File: src/rtl/hex_rate_counter.sv
// Rate-divided hex digit counter with load, pause and tick/wrap strobes.
// Define HEX_COUNTER_BCD_EN to restrict the digit to the decimal range 0-9.
module hex_rate_counter #(
  parameter int unsigned CLK_HZ    = 50000000,
  parameter int unsigned DIV_WIDTH = 28
) (
  input  logic       CLOCK_50,
  input  logic       reset,
  input  logic       enable,
  input  logic [1:0] speed,
  input  logic       up_down,
  input  logic       load,
  input  logic [3:0] load_value,
  output logic [3:0] digit,
  output logic       tick,
  output logic       wrap
);

`ifdef HEX_COUNTER_BCD_EN
  localparam logic [3:0] DIG_MAX = 4'd9;
`else
  localparam logic [3:0] DIG_MAX = 4'hF;
`endif

  localparam logic [DIV_WIDTH-1:0] P1_M1 = DIV_WIDTH'(CLK_HZ - 1);
  localparam logic [DIV_WIDTH-1:0] P2_M1 = DIV_WIDTH'(2 * CLK_HZ - 1);
  localparam logic [DIV_WIDTH-1:0] P4_M1 = DIV_WIDTH'(4 * CLK_HZ - 1);

  typedef enum logic {PAUSE = 1'b0, RUN = 1'b1} state_e;

  state_e               state_q;
  logic [DIV_WIDTH-1:0] div_q;
  logic [1:0]           speed_q;
  logic [3:0]           digit_q;
  logic                 tick_q;
  logic                 wrap_q;

  logic [3:0]           step_digit_c;
  logic                 step_wrap_c;
  logic [3:0]           load_digit_c;
  logic                 unused_run;

  // Divider reload value for a given rate select.
  function automatic logic [DIV_WIDTH-1:0] period_m1(input logic [1:0] s);
    case (s)
      2'b00:   period_m1 = '0;
      2'b01:   period_m1 = P1_M1;
      2'b10:   period_m1 = P2_M1;
      default: period_m1 = P4_M1;
    endcase
  endfunction

  // Next digit and wrap flag for a step, plus the loadable value.
  always_comb begin
    step_digit_c = digit_q;
    step_wrap_c  = 1'b0;
    load_digit_c = load_value;
`ifdef HEX_COUNTER_BCD_EN
    if (load_value > DIG_MAX) load_digit_c = DIG_MAX;
    if (up_down) begin
      step_wrap_c  = (digit_q == DIG_MAX);
      step_digit_c = (digit_q >= DIG_MAX) ? 4'd0 : 4'(digit_q + 4'd1);
    end else begin
      step_wrap_c = (digit_q == 4'd0);
      if (digit_q == 4'd0 || digit_q > DIG_MAX) step_digit_c = DIG_MAX;
      else                                      step_digit_c = 4'(digit_q - 4'd1);
    end
`else
    if (up_down) begin
      step_wrap_c  = (digit_q == DIG_MAX);
      step_digit_c = 4'(digit_q + 4'd1);
    end else begin
      step_wrap_c  = (digit_q == 4'd0);
      step_digit_c = 4'(digit_q - 4'd1);
    end
`endif
  end

  // Priority: reset > load > speed change > step.
  always_ff @(posedge CLOCK_50) begin
    if (reset) begin
      state_q <= PAUSE;
      div_q   <= period_m1(speed);
      speed_q <= speed;
      digit_q <= 4'd0;
      tick_q  <= 1'b0;
      wrap_q  <= 1'b0;
    end else begin
      state_q <= enable ? RUN : PAUSE;
      speed_q <= speed;
      tick_q  <= 1'b0;
      wrap_q  <= 1'b0;
      if (load) begin
        digit_q <= load_digit_c;
        div_q   <= period_m1(speed);
      end else if (speed != speed_q) begin
        div_q <= period_m1(speed);
      end else if (enable) begin
        if (div_q == '0) begin
          digit_q <= step_digit_c;
          tick_q  <= 1'b1;
          wrap_q  <= step_wrap_c;
          div_q   <= period_m1(speed_q);
        end else begin
          div_q <= DIV_WIDTH'(div_q - 1'b1);
        end
      end
    end
  end

  // Run/pause state only mirrors enable; kept for debug visibility.
  assign unused_run = (state_q == RUN);

  assign digit = digit_q;
  assign tick  = tick_q;
  assign wrap  = wrap_q;

endmodule

File: config.mk
export PLATFORM = sky130hd
export DESIGN_NAME = hex_rate_counter
export DESIGN_NICKNAME = d
export VERILOG_FILES = /design/src/rtl/hex_rate_counter.sv
export SDC_FILE = /design/constraint.sdc
export NUM_CORES = 1
export LEC_CHECK = 0
export CORE_AREA = 2 2 56 110
export CTS_BUF_LIST = sky130_fd_sc_hd__clkbuf_16
export DETAILED_ROUTE_END_ITERATION = 6
export DIE_AREA = 0 0 58 112
export PLACE_DENSITY = 0.66
export SETUP_SLACK_MARGIN = 0.02
export SYNTH_ARGS = -nofsm -noshare
export SYNTH_HDL_FRONTEND = slang
export SYNTH_SLANG_ARGS = --single-unit
export TNS_END_PERCENT = 100
File: constraint.sdc
create_clock -name CLOCK_50 -period 2.8 [get_ports CLOCK_50]
set_clock_uncertainty 0.05 [all_clocks]
set_input_delay 0.42 -clock CLOCK_50 [delete_from_list [all_inputs] [get_ports CLOCK_50]]
set_output_delay 0.42 -clock CLOCK_50 [all_outputs]
set_load 0.1 [all_outputs]
* Word level (Yosys, flattened, before mapping)
Index checks and enable logic that the tools add are counted.
Widths: inputs -> output; s select.
** Storage, ports and cells
- Register bits :: 36
- Output and inout bits :: 6
** Operators by class
- Bitwise logic cells :: 2
- Add/subtract/negate cells :: 3
- Multiplexer cells :: 14
- Equal/unequal tests :: 7
- Reductions and logical operators :: 10
** Operators by type and width (count)
- $pmux 28 s3 :: 2
- $mux 28 :: 5
- $logic_not 28->1 :: 1
- $sub 28x1->28 const B :: 1
- $mux 4 :: 5
- $reduce_or 5->1 :: 1
- $add 4x1->4 const B :: 1
- $eq 2x1->1 const B :: 2
- $eq 2x2->1 const B :: 2
- $eq 4x4->1 const B :: 1
- $logic_not 2->1 :: 2
- $logic_not 4->1 :: 1
- $reduce_bool 2->1 :: 2
- $reduce_bool 4->1 :: 1
- $reduce_or 4->1 :: 1
- $sub 4x1->4 const B :: 1
- $reduce_and 3->1 :: 1
- $mux 1 :: 2
- $ne 2x2->1 :: 1
- $ne 2x2->1 const B :: 1
- $not 1->1 :: 2

* Longest topological paths before layout
- Depth in word-level cells :: 7
- Gate-level depth with buffers :: 8
- Depth with buffers taken out :: 7

* Worst setup path after synthesis
No wires, ideal clock.
- Kind :: input -> register
- Start :: input speed[1]
- End :: register div_q[0], enable pin
- Setup time :: 0.461 ns
- Setup slack :: 0.386 ns
- Cell stages on the path :: 3
- Data arrival time :: 1.902 ns
- Data required time :: 2.289 ns
- Buffers on the path :: 0
- Cells stage by stage :: xor2_1 -> nor4_1 -> nand2_1
** On the way
- Longest elaborated chain between the ends :: 2
** RTL lines
- start, declared :: line 10 : input logic [1:0] speed,
- $ne 2x2->1 :: line 96 : end else if (speed != speed_q) begin
- $reduce_bool 4->1 (no source line)
- end signal, assigned :: line 95 : div_q <= period_m1(speed);
- end signal, assigned :: line 97 : div_q <= period_m1(speed);
- end signal, assigned :: line 103 : div_q <= period_m1(speed_q);
- end, declared :: line 32 : logic [DIV_WIDTH-1:0] div_q;
Every way passes these cells.
A chain may end at the register's enable or synchronous reset.

* Worst setup path after layout
- Start :: register div_q[0]
- End :: register div_q[16] (data pin)
** On the way
- Longest elaborated chain between the ends :: 6
- Elaborated cells on any way between the ends :: 7
- Those cells by class :: add/sub (1); mux (5); reduce/logical (1)
** RTL lines
- start signal, assigned :: line 83 : div_q <= period_m1(speed);
- start signal, assigned :: line 95
- start signal, assigned :: line 97
- $sub 28x1->28 or $logic_not 28->1 (tied branches) :: line 105, 99
- $mux 28 (*) :: line 99 : if (div_q == '0) begin
- $mux 28 (*) :: line 98 : end else if (enable) begin
- $mux 28 (*) :: line 96
- $mux 28 (*) :: line 93 : if (load) begin
- $mux 28 (*) :: line 81 : if (reset) begin
Mark *: on every way between the ends. The rest lies on a longest branch, timed or not. The select of a mux whose other input is x is not followed.

==> results.md <==
- Clock sinks: 36
- Worst Setup Start Kind: flip-flop
- Via count: 2,006
- Post-Syn Area: approximately 2400 um2
- Final worst path period share: 89.61%
- WHS Path Cells: 2
- Vias in the first global route: 2,099
- Final ANT Viol Nets: 0
- CTS H-Tree Depth: 2
- # DRC: 0
- Non-filler instance count after layout: 340
- TritonCTS Buffers: 5
- Post-Synth XOR/XNOR Area: just over 9%
- Post-Synth Simple-Gate Area: a little over a quarter
- Die ar.: 6496 um2
- Starting density of the core: 43.26%
- Area delta synth->final: 18.19%
- Ys Warns: 0
- CP max stage delay: roughly 0.49 ns
- Post-CTS Setup Bufs: 0
- Static leakage: 1.051 nW
- Synth cell types: 46
- Yosys reg bits: 36
- Unrepaired setup endpoints after global routing: no
- Crit path capture type: flip-flop
- Most common cell after layout, fill and taps aside: edfxtp_1
- Worst slew pin tran: 0.5304 ns
- IO Count: 17
- Critical path, cell by cell: inv_1, ha_1, or4b_1, nor4_4, nand3_1, o31ai_2, o21ai_0
- Syn Nets: 267
- Antenna violations before repair: 0
- Setup violations, final: 0
- Data required, critical path: 2.76 ns
- Seq/Total Area, Yosys: 40.88%
- Largest net degree at the start of global routing: 29
- CTS Root Cell: clkbuf_16
- Synth Area in Adders: a little under 7%
- Post-Syn Area per Cell: 10.08 um2
- Syn Inst Count: ~240
- Status: complete, no violations
- Peak supply drop: 0.0004722 V
- Setup CP Type: flip-flop to flip-flop
- First-pass GRT wire length: 9942 um
- Share of layout cells above drive strength 1: 16.13%
- Multi-input logic area: about 1400 um2
- First-pass DRT Iterations: 4
- Clk_lat worst skew: 0.28 ns
- P per Cell Area: 492.9 nW/um2
- MaxCap Viol Count: 0
- Die X: ~58 um
- CP Depth: 7
- Number of hold buffers added after cts: 0
- Setup TNS: 0 ns
- Post-cts resize count: 0
- CP Buf/Inv Count: 1
- Clock Path Buffers: 2
- Fin crit period: between 2 and 3 ns
- FP Rows: 39
- Total GRT Usage: a little over a fifth
- Average wire per standard cell: between 15 and 20 um
- Mux share of post-synthesis cell area: 0.8176%
- Post-synth top area cell: edfxtp_1
- Reg2Reg Depth: 7
- Dpl cells: approximately 330
- Detailed-route vias per instance: 5.900
- Crit path DAT: approximately 2.5 ns
- Port buffer count: 16
- Synth top area cells: edfxtp_1, dfxtp_1, ha_1
- Fill count: about 520
- Max-Slew Margin vs Limit: 64.18%
- FF/Latch Area: 1001 um2
- Main combinational cell family by area after synthesis: simple AND/OR/NAND/NOR gates
- DRT Wirelength: 6116 um
- Hold Path Class: flip-flop to flip-flop
- Die Y-Extent: between 100 and 150 um
- Final slew viol count: 0
- Asr flop ratio synth: 0%
- Ys flop type: edfxtp_1
- Worst Path Max Fanout: 10
- NumNets Final: 302
- Initial drt markers: 50
- Antenna Cells: 0
- EDFF count, synth: 28
- Synth Area in Compound Gates: approximately 13%
- GRT Residual Overflow: 0
- Core box area: 5660 um2
- FMAX: 398.6 MHz
- Clk slew on worst S/H paths: 0.06 ns
- Routability cong.: a little over 0.9
- Dpl hpwl: 4928 um
- Commonest non-fill, non-tap cells in the layout: edfxtp_1, o21ai_0, nor2_1, buf_4, nand2_1
- Hold violation count in the final report: 0
- Top delay family on crit path: simple AND/OR/NAND/NOR gates
- Max stage delay cell, worst path: or4b_1
- CTS tree: yes
- Area fraction of the dominant cell type after synthesis: approximately a third
power breakdown:
part | leakage [nW] | switching [mW] | total, mW | internal [mW]
combinational | 0.622 | 0.124 | 0.218 | 0.0942
clock | 0.0738 | 0.207 | 0.527 | 0.320
sequential | 0.355 | 0.0579 | 0.681 | 0.623
worst register-to-register path, stage by stage (launching register included):
cell      delay (ns)
edfxtp_1        0.41
inv_1           0.13
ha_1            0.19
or4b_1          0.49
nor4_4          0.19
nand3_1         0.29
o31ai_2         0.34
o21ai_0         0.15
path summary, 6_finish.rpt:
path	endpoint	slack, ns	start
max	div_q[16]	0.29	div_q[0]
min	digit[2]	0.56	digit[2]
max reg2reg	div_q[16]	0.29	div_q[0]
min reg2reg	digit[2]	0.56	digit[2]
state kept, by name, indices dropped and copies added, names as in the netlist:
register / flops
digit: 4
speed_q: 2
div_q: 28
tick: 1
wrap: 1
layer usage:
metal  vias to the layer above  part of all wire (%)  global-route usage (%)
li1                        989                     -                       -
met1                       950                    33                   18.08
met2                        45                    58                   39.77
met3                        22                   2.3                   2.904
met4                         0                   6.6                   15.50
met5                         -                     0                       0
cell usage after synthesis, drive strengths merged (2+ instances only):
master  count
nor2       23
o21a        3
nor4       14
buf         2
a211oi      3
nand4b      2
and4        2
o21ai      28
edfxtp     28
o31a        4
ha         12
mux2i       2
or3         4
nand2      16
xnor2      15
xor2       11
dfxtp       8
a21oi       3
a21boi      3
nor4b       2
nand4       6
and3        3
or4         4
nor3       14
inv        10
a21o        3
nand3       3
nand2b      4
cell type report:
class	instances	area share (%)
inverters	10	1.297
clock inverters	3	0.3891
flip-flops and latches	36	34.59
multi-input cells	195	48.12
clock buffers	5	4.323
well taps	61	2.637
repair buffers	30	8.647
stage by stage:
| stage | worst slack (ns) | utilization [%] | power (mW) | hold slack (ns) | cell area, um2 |
|---|---|---|---|---|---|
| 2_1_floorplan | 0.3863 | - | 0.8204 | 0.3977 | 2449 |
| 3_3_place_gp | 0.2392 | 48.63 | 0.9050 | 0.5413 | 2753 |
| 3_5_place_dp | 0.2188 | 48.63 | 0.9085 | 0.5536 | 2753 |
| 4_1_cts | 0.2120 | 51.04 | 1.432 | 0.5707 | 2889 |
| 5_1_grt | 0.09759 | 51.13 | 1.476 | 0.6033 | 2894 |
| 6_report | 0.2910 | 51.13 | 1.426 | 0.5612 | 2894 |
logic make-up (layout without fill, tap and decap cells):
| family | count (synthesis) | after routing |
|---|---|---|
| AND/OR/NAND/NOR | 102 | 102 |
| AO/OA/AOI/OAI | 52 | 52 |
| flip-flops | 36 | 36 |
| XOR/XNOR | 26 | 26 |
| adder cells (fa/ha/maj) | 13 | 13 |
| buffers and inverters | 12 | 48 |
| multiplexers | 2 | 2 |
Power figures use the tool's default switching activity.
